## src/rtl/memory_pipeline_stage_pkg.sv

```systemverilog
// Shared types for the EX->MEM pipeline register: the bundle carried
// between stages and the occupancy state of the elastic buffer.
package pipeline_pkg;

  localparam int DATA_WIDTH             = 32;
  localparam int REG_FILE_ADDRESS_WIDTH = 5;
  localparam int RESULT_SRC_WIDTH       = 2;
  localparam int ADDR_CTRL_WIDTH        = 3;

  typedef struct packed {
    logic                              RegWrite;
    logic [RESULT_SRC_WIDTH-1:0]       ResultSrc;
    logic                              MemWrite;
    logic [ADDR_CTRL_WIDTH-1:0]        AddressingControl;
    logic [DATA_WIDTH-1:0]             ALUResult;
    logic [DATA_WIDTH-1:0]             WriteData;
    logic [REG_FILE_ADDRESS_WIDTH-1:0] Rd;
    logic [DATA_WIDTH-1:0]             PCPlus4;
  } ex_mem_bundle_t;

  localparam int BUNDLE_W = $bits(ex_mem_bundle_t);

  typedef enum logic [1:0] {
    OCC_EMPTY = 2'd0,
    OCC_ONE   = 2'd1,
    OCC_FULL  = 2'd2
  } occ_state_t;

  function automatic logic [1:0] occ_count(input occ_state_t s);
    case (s)
      OCC_ONE:  occ_count = 2'd1;
      OCC_FULL: occ_count = 2'd2;
      default:  occ_count = 2'd0;
    endcase
  endfunction

endpackage

```

## src/rtl/memory_pipeline_stage_if.sv

```systemverilog
// Execute-side and Memory-side handshake and payload of the EX->MEM stage.
// The slave modport is the pipeline stage itself; master is its environment.
interface memory_pipeline_stage_if
  import pipeline_pkg::*;
#(
  parameter int DATA_WIDTH             = pipeline_pkg::DATA_WIDTH,
  parameter int REG_FILE_ADDRESS_WIDTH = pipeline_pkg::REG_FILE_ADDRESS_WIDTH,
  parameter int RESULT_SRC_WIDTH       = pipeline_pkg::RESULT_SRC_WIDTH,
  parameter int ADDR_CTRL_WIDTH        = pipeline_pkg::ADDR_CTRL_WIDTH
) ();

  logic                              ValidE;
  logic                              ReadyE;
  logic                              FlushM;
  logic                              RegWriteE;
  logic [RESULT_SRC_WIDTH-1:0]       ResultSrcE;
  logic                              MemWriteE;
  logic [ADDR_CTRL_WIDTH-1:0]        AddressingControlE;
  logic [DATA_WIDTH-1:0]             ALUResultE;
  logic [DATA_WIDTH-1:0]             WriteDataE;
  logic [REG_FILE_ADDRESS_WIDTH-1:0] RdE;
  logic [DATA_WIDTH-1:0]             PCPlus4E;

  logic                              ValidM;
  logic                              ReadyM;
  logic                              RegWriteM;
  logic                              MemWriteM;
  logic [RESULT_SRC_WIDTH-1:0]       ResultSrcM;
  logic [ADDR_CTRL_WIDTH-1:0]        AddressingControlM;
  logic [DATA_WIDTH-1:0]             ALUResultM;
  logic [DATA_WIDTH-1:0]             WriteDataM;
  logic [REG_FILE_ADDRESS_WIDTH-1:0] RdM;
  logic [DATA_WIDTH-1:0]             PCPlus4M;
  logic [REG_FILE_ADDRESS_WIDTH-1:0] HazardRdM;
  logic [1:0]                        OccupancyM;

  modport master (
    output ValidE, FlushM, RegWriteE, ResultSrcE, MemWriteE, AddressingControlE,
           ALUResultE, WriteDataE, RdE, PCPlus4E, ReadyM,
    input  ReadyE, ValidM, RegWriteM, MemWriteM, ResultSrcM, AddressingControlM,
           ALUResultM, WriteDataM, RdM, PCPlus4M, HazardRdM, OccupancyM
  );

  modport slave (
    input  ValidE, FlushM, RegWriteE, ResultSrcE, MemWriteE, AddressingControlE,
           ALUResultE, WriteDataE, RdE, PCPlus4E, ReadyM,
    output ReadyE, ValidM, RegWriteM, MemWriteM, ResultSrcM, AddressingControlM,
           ALUResultM, WriteDataM, RdM, PCPlus4M, HazardRdM, OccupancyM
  );

endinterface

```

## src/rtl/memory_pipeline_stage_skid.sv

```systemverilog
// Generic 2-entry valid/ready skid buffer with synchronous flush. in_ready is
// a pure function of registered state, so no combinational path from out_ready.
module pipe_skid_buffer
  import pipeline_pkg::*;
#(
  parameter int WIDTH = 8
) (
  input  logic             clk,
  input  logic             rst_n,
  input  logic             flush,
  input  logic             in_valid,
  output logic             in_ready,
  input  logic [WIDTH-1:0] in_data,
  output logic             out_valid,
  input  logic             out_ready,
  output logic [WIDTH-1:0] out_data,
  output occ_state_t       state
);

  occ_state_t       state_p1;
  logic [WIDTH-1:0] main_p1;
  logic [WIDTH-1:0] skid_p1;
  logic             accept;
  logic             drain;

  // Valid bits are decoded from the state, which makes skid-only unrepresentable.
  assign out_valid = (state_p1 != OCC_EMPTY);
  assign in_ready  = (state_p1 != OCC_FULL);
  assign accept    = in_valid & in_ready;
  assign drain     = out_valid & out_ready;
  assign out_data  = main_p1;
  assign state     = state_p1;

  // ---- stage p1: main / skid registers ----
  always_ff @(posedge clk or negedge rst_n) begin
    if (!rst_n) begin
      state_p1 <= OCC_EMPTY;
      main_p1  <= '0;
      skid_p1  <= '0;
    end else if (flush) begin
      state_p1 <= OCC_EMPTY;
    end else begin
      case (state_p1)
        OCC_EMPTY: begin
          if (accept) begin
            main_p1  <= in_data;
            state_p1 <= OCC_ONE;
          end
        end
        OCC_ONE: begin
          if (accept && drain) begin
            main_p1 <= in_data;
          end else if (accept) begin
            skid_p1  <= in_data;
            state_p1 <= OCC_FULL;
          end else if (drain) begin
            state_p1 <= OCC_EMPTY;
          end
        end
        OCC_FULL: begin
          if (drain) begin
            main_p1  <= skid_p1;
            state_p1 <= OCC_ONE;
          end
        end
        default: state_p1 <= OCC_EMPTY;
      endcase
    end
  end

endmodule

```

## src/rtl/memory_pipeline_stage.sv

```systemverilog
// Elastic EX->MEM pipeline register: packs the Execute bundle into the skid
// buffer and qualifies the side-effect controls with the main-entry valid.
module memory_pipeline_stage
  import pipeline_pkg::*;
(
  input  logic                   clk,
  input  logic                   rst_n,
  memory_pipeline_stage_if.slave bus
);

  ex_mem_bundle_t in_b;
  ex_mem_bundle_t main_b;
  occ_state_t     occ;
  logic           vld_p1;
  logic           hazard_live;

  assign in_b = '{
    RegWrite:          bus.RegWriteE,
    ResultSrc:         bus.ResultSrcE,
    MemWrite:          bus.MemWriteE,
    AddressingControl: bus.AddressingControlE,
    ALUResult:         bus.ALUResultE,
    WriteData:         bus.WriteDataE,
    Rd:                bus.RdE,
    PCPlus4:           bus.PCPlus4E
  };

  pipe_skid_buffer #(
    .WIDTH (BUNDLE_W)
  ) u_skid (
    .clk       (clk),
    .rst_n     (rst_n),
    .flush     (bus.FlushM),
    .in_valid  (bus.ValidE),
    .in_ready  (bus.ReadyE),
    .in_data   (in_b),
    .out_valid (vld_p1),
    .out_ready (bus.ReadyM),
    .out_data  (main_b),
    .state     (occ)
  );

  // ---- stage p1 outputs: main entry, gated so bubbles have no side effects ----
  assign bus.ValidM             = vld_p1;
  assign bus.RegWriteM          = main_b.RegWrite & vld_p1;
  assign bus.MemWriteM          = main_b.MemWrite & vld_p1;
  assign bus.ResultSrcM         = main_b.ResultSrc;
  assign bus.AddressingControlM = main_b.AddressingControl;
  assign bus.ALUResultM         = main_b.ALUResult;
  assign bus.WriteDataM         = main_b.WriteData;
  assign bus.RdM                = main_b.Rd;
  assign bus.PCPlus4M           = main_b.PCPlus4;

  // x0 is never a real dependency, so it is hidden from the hazard unit.
  assign hazard_live    = vld_p1 & main_b.RegWrite & (|main_b.Rd);
  assign bus.HazardRdM  = hazard_live ? main_b.Rd : '0;
  assign bus.OccupancyM = occ_count(occ);

endmodule

```

## src/flat_wrapper.sv

```systemverilog
// flat-port wrapper written by rule: the top's interface ports become plain ports
module memory_pipeline_stage_flat import pipeline_pkg::*;
  (clk, rst_n, bus_ValidE, bus_FlushM, bus_RegWriteE, bus_ResultSrcE, bus_MemWriteE, bus_AddressingControlE, bus_ALUResultE, bus_WriteDataE, bus_RdE, bus_PCPlus4E, bus_ReadyM, bus_ReadyE, bus_ValidM, bus_RegWriteM, bus_MemWriteM, bus_ResultSrcM, bus_AddressingControlM, bus_ALUResultM, bus_WriteDataM, bus_RdM, bus_PCPlus4M, bus_HazardRdM, bus_OccupancyM);
  memory_pipeline_stage_if bus_i ();
  input  logic clk;
  input  logic rst_n;
  input wire logic [$bits(bus_i.ValidE)-1:0] bus_ValidE;
  input wire logic [$bits(bus_i.FlushM)-1:0] bus_FlushM;
  input wire logic [$bits(bus_i.RegWriteE)-1:0] bus_RegWriteE;
  input wire logic [$bits(bus_i.ResultSrcE)-1:0] bus_ResultSrcE;
  input wire logic [$bits(bus_i.MemWriteE)-1:0] bus_MemWriteE;
  input wire logic [$bits(bus_i.AddressingControlE)-1:0] bus_AddressingControlE;
  input wire logic [$bits(bus_i.ALUResultE)-1:0] bus_ALUResultE;
  input wire logic [$bits(bus_i.WriteDataE)-1:0] bus_WriteDataE;
  input wire logic [$bits(bus_i.RdE)-1:0] bus_RdE;
  input wire logic [$bits(bus_i.PCPlus4E)-1:0] bus_PCPlus4E;
  input wire logic [$bits(bus_i.ReadyM)-1:0] bus_ReadyM;
  output wire logic [$bits(bus_i.ReadyE)-1:0] bus_ReadyE;
  output wire logic [$bits(bus_i.ValidM)-1:0] bus_ValidM;
  output wire logic [$bits(bus_i.RegWriteM)-1:0] bus_RegWriteM;
  output wire logic [$bits(bus_i.MemWriteM)-1:0] bus_MemWriteM;
  output wire logic [$bits(bus_i.ResultSrcM)-1:0] bus_ResultSrcM;
  output wire logic [$bits(bus_i.AddressingControlM)-1:0] bus_AddressingControlM;
  output wire logic [$bits(bus_i.ALUResultM)-1:0] bus_ALUResultM;
  output wire logic [$bits(bus_i.WriteDataM)-1:0] bus_WriteDataM;
  output wire logic [$bits(bus_i.RdM)-1:0] bus_RdM;
  output wire logic [$bits(bus_i.PCPlus4M)-1:0] bus_PCPlus4M;
  output wire logic [$bits(bus_i.HazardRdM)-1:0] bus_HazardRdM;
  output wire logic [$bits(bus_i.OccupancyM)-1:0] bus_OccupancyM;
  assign bus_i.ValidE = bus_ValidE;
  assign bus_i.FlushM = bus_FlushM;
  assign bus_i.RegWriteE = bus_RegWriteE;
  assign bus_i.ResultSrcE = bus_ResultSrcE;
  assign bus_i.MemWriteE = bus_MemWriteE;
  assign bus_i.AddressingControlE = bus_AddressingControlE;
  assign bus_i.ALUResultE = bus_ALUResultE;
  assign bus_i.WriteDataE = bus_WriteDataE;
  assign bus_i.RdE = bus_RdE;
  assign bus_i.PCPlus4E = bus_PCPlus4E;
  assign bus_i.ReadyM = bus_ReadyM;
  assign bus_ReadyE = bus_i.ReadyE;
  assign bus_ValidM = bus_i.ValidM;
  assign bus_RegWriteM = bus_i.RegWriteM;
  assign bus_MemWriteM = bus_i.MemWriteM;
  assign bus_ResultSrcM = bus_i.ResultSrcM;
  assign bus_AddressingControlM = bus_i.AddressingControlM;
  assign bus_ALUResultM = bus_i.ALUResultM;
  assign bus_WriteDataM = bus_i.WriteDataM;
  assign bus_RdM = bus_i.RdM;
  assign bus_PCPlus4M = bus_i.PCPlus4M;
  assign bus_HazardRdM = bus_i.HazardRdM;
  assign bus_OccupancyM = bus_i.OccupancyM;
  memory_pipeline_stage u_core (.clk(clk), .rst_n(rst_n), .bus(bus_i));
endmodule
```

## config.mk

```make
export PLATFORM = sky130hd
export DESIGN_NAME = memory_pipeline_stage_flat
export DESIGN_NICKNAME = d
export VERILOG_FILES = /design/src/rtl/memory_pipeline_stage_pkg.sv /design/src/rtl/memory_pipeline_stage_if.sv /design/src/rtl/memory_pipeline_stage_skid.sv /design/src/rtl/memory_pipeline_stage.sv /design/src/flat_wrapper.sv
export SDC_FILE = /design/constraint.sdc
export NUM_CORES = 1
export LEC_CHECK = 0
export BUFFER_PORTS_ARGS = -buffer_cell sky130_fd_sc_hd__buf_2
export CAP_MARGIN = 15
export CORE_ASPECT_RATIO = 0.8
export CORE_MARGIN = 2
export CORE_UTILIZATION = 52
export CTS_CLUSTER_DIAMETER = 100
export DETAILED_ROUTE_END_ITERATION = 12
export GPL_ROUTABILITY_DRIVEN = 0
export PLACE_DENSITY_LB_ADDON = 0.08
export SYNTH_ARGS = -nofsm -noshare
export SYNTH_HDL_FRONTEND = slang
export SYNTH_SLANG_ARGS = --single-unit
```

## constraint.sdc

```tcl
create_clock -name clk -period 3.8 [get_ports clk]
set_clock_uncertainty 0.1 [all_clocks]
set_input_delay 0.19 -clock clk [delete_from_list [all_inputs] [get_ports clk]]
set_output_delay 0.19 -clock clk [all_outputs]
set_load 0.05 [all_outputs]
```

==> run metrics <==
synth-to-layout area growth=23.7%; top cells by area, synth=dfrtp_1, mux2_2, buf_4; Synth cell types=25; maximum clock insertion buffer count=3; Yosys reg bits=218; FP Rows=46; chip width=162 um; Non-Filler Instances=1220; core area=between 15000 and 20000 um^2; top_reg_cell synth=dfrtp_1; CP Cell Sequence=nand2b_1 -> inv_4 -> buf_4 -> mux2_2 -> mux2_1; post-synthesis compound-gate area fraction=0.399%; Final Hold Fails=0; PortBufs=229; Least-Margin Pin Slew=0.799 ns; PnR worst setup slack=~1.1 ns; initial DRC count=about 230; wirelength, routed=around 21000 um; n_diodes=0; largest family of logic cells by synthesized area=multiplexers; Min Hold Slack=0.0834 ns; Hold Path Class=primary input to flop; io pins=230; Routed Antenna Nets=0; synthesized net count=821; Die Height=130 um; worst vdd ir=0.000382 V; area post-placement=around 11000 um^2; Setup WS pre-CTS=1.15 ns; startpoint types=flop; initial cell density of the core=between 50% and 60%; Post-CTS Resized=0; slowest CP cell=dfrtp_1; final clock period utilization by the worst path=70.3%; post-route minimum period=2.67 ns; syn avg cell area=14.6 um^2; CP Data Required Time=between 4 and 5 ns; Placed Cells=between 1000 and 1500; CP max stage delay=0.50 ns; internal reg-to-reg setup slack=1.13 ns; GRT Util Overall=between 20% and 30%; Setup Crit Path Kind=flop to flop; die area=21100 um^2; root buf cell=clkbuf_16; DPL Wire Length=approximately 14000 um; Slew Limit Fails=0; Max-Cap Viols=0; Yosys warnings=0; Synth Area in Simple Gates=1.06%; initial antenna violation count=0; clk slew on worst S/H paths=around 0.06 ns; Lkg Pwr=between 5 and 6 nW; fmax=0.374 GHz; Synth Area in XOR/XNOR=0%; H-Tree Depth=1; final instance area=around 13000 um^2; Post-synth EDFFs=0; DR WL/cell=17.5 um; status=complete, no violations; Final Setup Violations=0; CTS sink count=218; CP max FO=41; worst path arrival time=between 2 and 3 ns; GR Overflow Total=0; PD cells=approximately 590 nW/um^2; area share of fa/ha/maj cells after synthesis=0%; Slew headroom=46.7%; via count=a little over 6000; first-pass GRT wire length=about 34000 um; RSZ-0062 raised after global routing=false; register area share after synthesis=52.7%; Worst setup EP type=flop; vias in the first global route=between 6000 and 7000; DRT Pass-1 Iters=4; Mapped Cells=708; largest area contributor in the netlist=dfrtp_1; fraction of registers with async set/reset=100%; largest net degree at the start of global routing=96; CTS buffer count=23; mux cell area share after synthesis=35.8%; # DRC=0; top cell type's share of synthesized area=between 50% and 60%; Total Neg Setup Slack=0 ns; clock latency on the worst-skew pair=0.50 ns; final net count=~1100; share of cells above drive strength 1=61.6%; vias per std cell=5.04; Syn Std Cell Area=10300 um^2; TritonCTS clock tree=yes
==> state kept, by name, summed over array words and instances, names as in the netlist <==
register,cells
u_core.u_skid.out_data,108
u_core.u_skid.skid_p1,108
u_core.u_skid.state,2
==> cell type report <==
cell class	count	area, um^2
fillers	1439	6880
flip-flops and latches	218	5460
multi-input cells	347	3870
repair buffers	349	2390
clock buffers	33	643
well taps	264	330
clock inverters	8	118
inverters	1	6.26
==> kinds of logic after synthesis <==
logic type	after synthesis
compound gates	4
buf+inv	143
flops	218
mux	325
simple gates	18
==> metal layers <==
layer / GRT usage [%] / vias up / part of all wire (%)
met2: 35.8 / 164 / 49
li1: - / 2856 / -
met5: 0 / - / 0
met1: 26.0 / 3095 / 43
met3: 4.26 / 37 / 5.2
met4: 5.88 / 0 / 2.7
==> cell usage after synthesis, drive strengths merged, types with 2 or more instances <==
cell type,count
nor2,2
and2,2
clkbuf,7
nor2b,2
buf,135
and3,5
mux2,324
dfrtp,218
a21oi,2
==> path summary, 6_finish.rpt <==
path | startpoint | endpoint | cells past startpoint
max in group asynchronous | rst_n | u_core.u_skid.out_data[11] | 3
setup reg to reg | u_core.u_skid.state[0] | u_core.u_skid.out_data[59] | 5
min in group asynchronous | rst_n | u_core.u_skid.skid_p1[102] | 2
hold reg to reg | u_core.u_skid.out_data[62] | u_core.u_skid.out_data[62] | 1
hold / removal | bus_ValidE | u_core.u_skid.state[0] | 4
setup / recovery | u_core.u_skid.state[0] | u_core.u_skid.out_data[59] | 5
==> worst max-delay path: cells and delay by family (launching register included) <==
| family | cells | cell delay [ns] |
|---|---|---|
| DFF | 1 | 0.50 |
| muxes | 2 | 0.68 |
| buffers and inverters | 2 | 0.93 |
| and+or+nand+nor | 1 | 0.31 |
==> report_power, final <==
part / switching (W) / internal, W / total (W)
combinational: 0.00134 / 0.000820 / 0.00216
sequential: 0.000290 / 0.00289 / 0.00318
clock: 0.000884 / 0.00138 / 0.00226
==> timing repair <==
action | in CTS | in global routing
endpoints found under the hold margin | 310 | 0
hold buffers | 112 | 0
buffers inserted | 0 | 0
==> per-stage QoR <==
step,util [%],power [W]
after global placement,55.5,0.00521
after CTS,65.1,0.00769
final,65.1,0.00760
after detailed placement,55.5,0.00530
after floorplan,-,0.00507
after global routing,65.1,0.00796
==> placed cells by master (no fill, tap or decap), types with 5 or more instances in the layout <==
cell type and instances:
mux2_2 300, buf_2 228, dfrtp_1 218, dlygate4sd3_1 112, clkbuf_16 23, mux2_1 12
mux2_4 12, clkbuf_1 7, and3_1 5
(Power assumes the default switching activity.)
